==> src/rtl/propagate_adder.sv <==
// ---------------------------------------------------------------------------
// propagate_adder
//
// Registered carry-propagate adder. It computes a + b + cin and registers
// four results: the sum, the carry-out, signed overflow and a
// group-propagate flag. Carries are formed from per-bit propagate and
// generate terms. Within each 4-bit group every carry is a flat lookahead
// equation, and the group carry-outs ripple from one group to the next. When
// WIDTH is not a multiple of 4, the last group is a truncated group.
//
// Optional build macro:
//   PROPAGATE_ADDER_IN_REG_EN  Registers a, b, cin and in_valid before the
//                              adder, so latency becomes 2 cycles. When the
//                              macro is undefined, latency is 1 cycle.
//
// Parameters:
//   WIDTH      operand and sum width (>= 1)
//
// Ports:
//   clk        rising-edge clock
//   rst_n      synchronous active-low reset
//   in_valid   operands valid this cycle
//   a, b       operands (unsigned or two's complement)
//   cin        carry-in
//   out_valid  registered outputs hold a new result (high for one cycle)
//   sum        (a + b + cin) mod 2^WIDTH
//   carry      carry out of bit WIDTH-1
//   ovf        signed overflow (carry into MSB ^ carry out of MSB)
//   prop       &(a ^ b), independent of cin
// ---------------------------------------------------------------------------
module propagate_adder #(
  parameter int WIDTH = 4
) (
  input  logic             clk,
  input  logic             rst_n,
  input  logic             in_valid,
  input  logic [WIDTH-1:0] a,
  input  logic [WIDTH-1:0] b,
  input  logic             cin,
  output logic             out_valid,
  output logic [WIDTH-1:0] sum,
  output logic             carry,
  output logic             ovf,
  output logic             prop
);

  // Operands as seen by the adder, either straight from the ports or from
  // the optional input register stage.
  logic [WIDTH-1:0] a_stage;
  logic [WIDTH-1:0] b_stage;
  logic             cin_stage;
  logic             valid_stage;

`ifdef PROPAGATE_ADDER_IN_REG_EN
  logic [WIDTH-1:0] a_reg;
  logic [WIDTH-1:0] b_reg;
  logic             cin_reg;
  logic             valid_reg;

  // Operand registers load only on valid cycles. A bubble leaves them holding
  // their old values, just as the output stage does.
  always_ff @(posedge clk) begin
    if (!rst_n) begin
      a_reg     <= '0;
      b_reg     <= '0;
      cin_reg   <= 1'b0;
      valid_reg <= 1'b0;
    end else begin
      valid_reg <= in_valid;
      if (in_valid) begin
        a_reg   <= a;
        b_reg   <= b;
        cin_reg <= cin;
      end
    end
  end

  assign a_stage     = a_reg;
  assign b_stage     = b_reg;
  assign cin_stage   = cin_reg;
  assign valid_stage = valid_reg;
`else
  assign a_stage     = a;
  assign b_stage     = b;
  assign cin_stage   = cin;
  assign valid_stage = in_valid;
`endif

  // Per-bit propagate and generate terms.
  logic [WIDTH-1:0] p;
  logic [WIDTH-1:0] g;

  for (genvar gi = 0; gi < WIDTH; gi++) begin : g_pg
    assign p[gi] = a_stage[gi] ^ b_stage[gi];
    assign g[gi] = a_stage[gi] & b_stage[gi];
  end

  // Carry vector: c[0] is cin, and c[i+1] is the carry out of bit i.
  // The carry for bit i is a sum of products that uses only p/g bits from
  // its own 4-bit group plus that group's carry-in c[base]. This keeps the
  // depth inside a group flat. Only c[base] ripples between groups.
  // The masked constant-bound loops unroll into one lookahead equation
  // per bit.
  logic [WIDTH:0] c;

  always_comb begin
    int   base;
    logic cin_term;
    logic gen_term;
    logic c_bit;
    c        = '0;
    c[0]     = cin_stage;
    base     = 0;
    cin_term = 1'b0;
    gen_term = 1'b0;
    c_bit    = 1'b0;
    for (int i = 0; i < WIDTH; i++) begin
      base = (i / 4) * 4;
      // Group carry-in propagated through bits base..i.
      cin_term = c[base];
      for (int m = 0; m < WIDTH; m++) begin
        if (m >= base && m <= i) cin_term = cin_term & p[m];
      end
      c_bit = cin_term;
      // Carry generated at bit j and propagated through bits j+1..i.
      for (int j = 0; j < WIDTH; j++) begin
        if (j >= base && j <= i) begin
          gen_term = g[j];
          for (int m = 0; m < WIDTH; m++) begin
            if (m > j && m <= i) gen_term = gen_term & p[m];
          end
          c_bit = c_bit | gen_term;
        end
      end
      c[i+1] = c_bit;
    end
  end

  logic [WIDTH-1:0] sum_next;
  logic             carry_next;
  logic             ovf_next;
  logic             prop_next;

  assign sum_next   = p ^ c[WIDTH-1:0];
  assign carry_next = c[WIDTH];
  // When WIDTH = 1, c[WIDTH-1] is cin, so this expression also gives
  // cin ^ carry.
  assign ovf_next   = c[WIDTH-1] ^ c[WIDTH];
  assign prop_next  = &p;

  // Result registers. Reset wins over in_valid. A bubble holds the previous
  // result and drops out_valid.
  always_ff @(posedge clk) begin
    if (!rst_n) begin
      out_valid <= 1'b0;
      sum       <= '0;
      carry     <= 1'b0;
      ovf       <= 1'b0;
      prop      <= 1'b0;
    end else begin
      out_valid <= valid_stage;
      if (valid_stage) begin
        sum   <= sum_next;
        carry <= carry_next;
        ovf   <= ovf_next;
        prop  <= prop_next;
      end
    end
  end

endmodule

==> config.mk <==
export PLATFORM = sky130hd
export DESIGN_NAME = propagate_adder
export DESIGN_NICKNAME = d
export VERILOG_FILES = /design/src/rtl/propagate_adder.sv
export SDC_FILE = /design/constraint.sdc
export NUM_CORES = 1
export LEC_CHECK = 0
export CAP_MARGIN = 5
export CELL_PAD_IN_SITES_DETAIL_PLACEMENT = 0
export CELL_PAD_IN_SITES_GLOBAL_PLACEMENT = 2
export CORE_MARGIN = 4
export CORE_UTILIZATION = 24
export CTS_CLUSTER_DIAMETER = 100
export DETAILED_ROUTE_END_ITERATION = 16
export GPL_ROUTABILITY_DRIVEN = 0
export PLACE_DENSITY_LB_ADDON = 0.1
export SYNTH_ARGS = -nofsm -noshare
export SYNTH_HDL_FRONTEND = slang
export SYNTH_SLANG_ARGS = --single-unit
==> constraint.sdc <==
create_clock -name clk -period 4.6 [get_ports clk]
set_input_delay 1.38 -clock clk [delete_from_list [all_inputs] [get_ports clk]]
set_output_delay 1.38 -clock clk [all_outputs]
set_load 0.01 [all_outputs]
==> key figures <==
Run status
  – Outcome: completed

Die
  – Core area: roughly 1800 um^2
  – I/O pin count: 20
  – Die area: about 2800 um^2
  – Cell Rows: 15
  – Die H: ~53 um
  – DIE WIDTH: roughly 53 um
  – Starting Density: 0.264

STA
  – Hold Slack: 481 ps
  – Setup violation total in the final timing report: 0
  – Final Hold Vio Count: 0
  – Minimum clock period: a little under 3000 ps
  – Fin Clk Skew: 0 ps
  – Period utilization: 0.627
  – Fmax: 0.347 GHz
  – Max-Slew Margin vs Limit: 0.677
  – Max-slew violation count: 0
  – RSZ-0062 raised after global routing: false
  – Sum Neg Setup Slack: 0 ps
  – Final worst slack: 1720 ps
  – Slew @ Worst Pin: about 480 ps

Yosys
  – Post-Synth Simple-Gate Area: 0.145
  – Syn Std Cell Area: approximately 480 um^2
  – Synth Area in Adders: 0.174
  – Seq/Total Area, Yosys: 0.337
  – Synth unique cells: 26
  – Number of synthesized register bits: 8
  – Synth Instances: 51
  – Synthesized Nets: just under 70
  – Fraction of registers with async set/reset: 0
  – Warnings from Yosys: 0
  – Mux cell area share after synthesis: 0.0211
  – Compound-Gate Fraction of Synth Area: 0.255
  – Post-synth top area share: 0.337
  – Ys flop type: dfxtp_1
  – Combinational family with the most area after synthesis: compound AO/OA/AOI/OAI gates
  – Yosys top cell by area: dfxtp_1
  – Post-synth EDFFs: 0
  – Top area cells in the synthesized netlist: dfxtp_1 34%, ha_1 13%, fa_1 4.2%, nand3_1 4.2%, o211a_1 4.2%
  – Post-synthesis xor/xnor area fraction: 0.0184
  – Syn avg cell area: between 9 and 10 um^2

Route
  – DRC errors left: 0
  – Vias: about 450
  – Post-detailed-route count of antenna-violating nets: 0
  – Vias per inst: ~4.7
  – TritonRoute pass-1 iters: 2
  – DRT iter0 DRCs: 4
  – Drt total wl: 1140 um
  – WL per Instance: 11.9 um

Clock network
  – Worst-skew pair later-pin latency: between 200 and 300 ps
  – Number of CTS-inserted buffers: 3
  – CTS Sinks: 8
  – Setup Buffers After CTS: 0
  – CTS tree: yes
  – Root Buffer: clkbuf_4
  – Hold buffer count at CTS: 0
  – Resized cells post-CTS: 0
  – Clk buf depth: 2
  – Clk slew on worst S/H paths: around 60 ps
  – H-tree depth: 1

Power and ir drop
  – Max VDD drop: approximately 97 uV
  – Pleak: 0.000289 uW
  – Power Dens Cells: about 260 nW/um^2

Final layout
  – Fill cell count: between 200 and 250
  – Area grow syn2layout: 48.7%
  – Layout cells sized above 1: 0.0563
  – Utilization after layout: 0.392
  – # diodes: 0
  – Final #Nets: between 90 and 100

Placement
  – HPWL Detailed: 924 um
  – DP Worst Slack: between 1000 and 1500 ps
  – Port Buffer Count: 19

Worst setup path
  – Most used cell, CP: ha_1
  – Arrival @ worst endpoint: about 3000 ps
  – CP Max Fanout: 3
  – CP endpoint kind: register
  – Critical path, cell by cell: clkdlybuf4s50_1 -> ha_1 -> ha_1 -> o211ai_1 -> a21oi_1 -> a311o_1
  – CP Buf/Inv Count: 1
  – Critical path required time: roughly 4700 ps
  – Crit-path slowest cell: clkdlybuf4s50_1
  – Crit Path Category: input pin to register
  – Crit-path max cell delay: roughly 450 ps
  – Crit path max-delay family: compound AO/OA/AOI/OAI gates
  – Crit path launch type: input pin

Global route
  – Largest net degree at the start of global routing: 15
  – First-pass GRT wire length: approximately 2000 um
  – Number of global-route vias before repair: ~450
  – Initial antenna violation count: 0
  – Gr usage total: 0.101
  – Gr ovfl total: 0

Hold path
  – Worst min-delay path category: register to register

Flow run
  – Max-Cap Viols: 0
==> registers in the layout, indices dropped and copies added, names as in the netlist <==
| register | count |
|---|---|
| out_valid | 1 |
| prop | 1 |
| carry | 1 |
| sum | 4 |
| ovf | 1 |
==> power by group <==
part / switching [uW] / leakage (uW) / total [uW] / internal [uW]
Sequential: 2.49 / 0.0000661 / 77.4 / 74.9
Clock: 24.7 / 0.0000138 / 54.6 / 29.9
Combinational: 23.4 / 0.000209 / 53.9 / 30.5
==> placed cells by master (no fill, tap or decap), types with 2 or more instances in the layout <==
cell type | Yosys | layout
o21ai_0 | 4 | 4
nand3_1 | 4 | 4
clkdlybuf4s50_1 | 0 | 19
o211a_1 | 2 | 2
a31oi_1 | 2 | 2
dfxtp_1 | 8 | 8
nor2_1 | 2 | 2
ha_1 | 5 | 5
inv_1 | 3 | 3
nor2b_1 | 2 | 2
clkbuf_4 | 0 | 3
o21a_1 | 2 | 2
a21oi_1 | 2 | 2
==> synth_stat cells, drive strengths merged, types with 2 or more instances <==
cell type	instances
nor2b	2
buf	2
o21a	2
a31oi	2
o211a	2
nor2	2
nand3	4
inv	3
dfxtp	8
o21ai	4
a21oi	2
ha	5
==> worst paths after layout <==
kind | from | to | slack, ps | depth (start not counted)
max | a[0] | sum[3] | 1720 | 6
min | sum[1] | sum[1] | 480 | 1
max reg2reg | sum[3] | sum[3] | 3870 | 1
min reg2reg | sum[1] | sum[1] | 480 | 1
==> area by class of cell <==
| class | count | area (um^2) | share of cell area |
|---|---|---|---|
| multi-input cells | 38 | 292 | 0.412 |
| flip-flops and latches | 8 | 160 | 0.227 |
| repair buffers | 19 | 190 | 0.269 |
| well taps | 25 | 31.3 | 0.0442 |
| inverters | 3 | 11.3 | 0.0159 |
| clock buffers | 3 | 22.5 | 0.0319 |
==> layer usage <==
metal,part of all wire,GRT usage,wire (um),up-vias
li1,-,-,-,230
met1,0.45,0.118,508,202
met2,0.47,0.151,532,15
met3,0.076,0.0399,87,2
met4,0.0088,0.0638,10,0
met5,0,0,0,-
==> cell families (layout without fill, tap and decap cells) <==
kind of cell,count (synthesis),count (layout)
and+or+nand+nor,13,13
buffers and inverters,5,25
adders and majority gates,6,6
xor gates and xnor gates,1,1
muxes,1,1
DFF,8,8
AOI/OAI and AO/OA,17,17
==> metrics by stage <==
step	std cells	instance area [um^2]	total power, uW
finish	96	707	186
global route	96	707	202
CTS	96	707	191
detailed placement	93	684	134
global placement	93	684	134
floorplan	51	475	107
(Power assumes the default switching activity.)
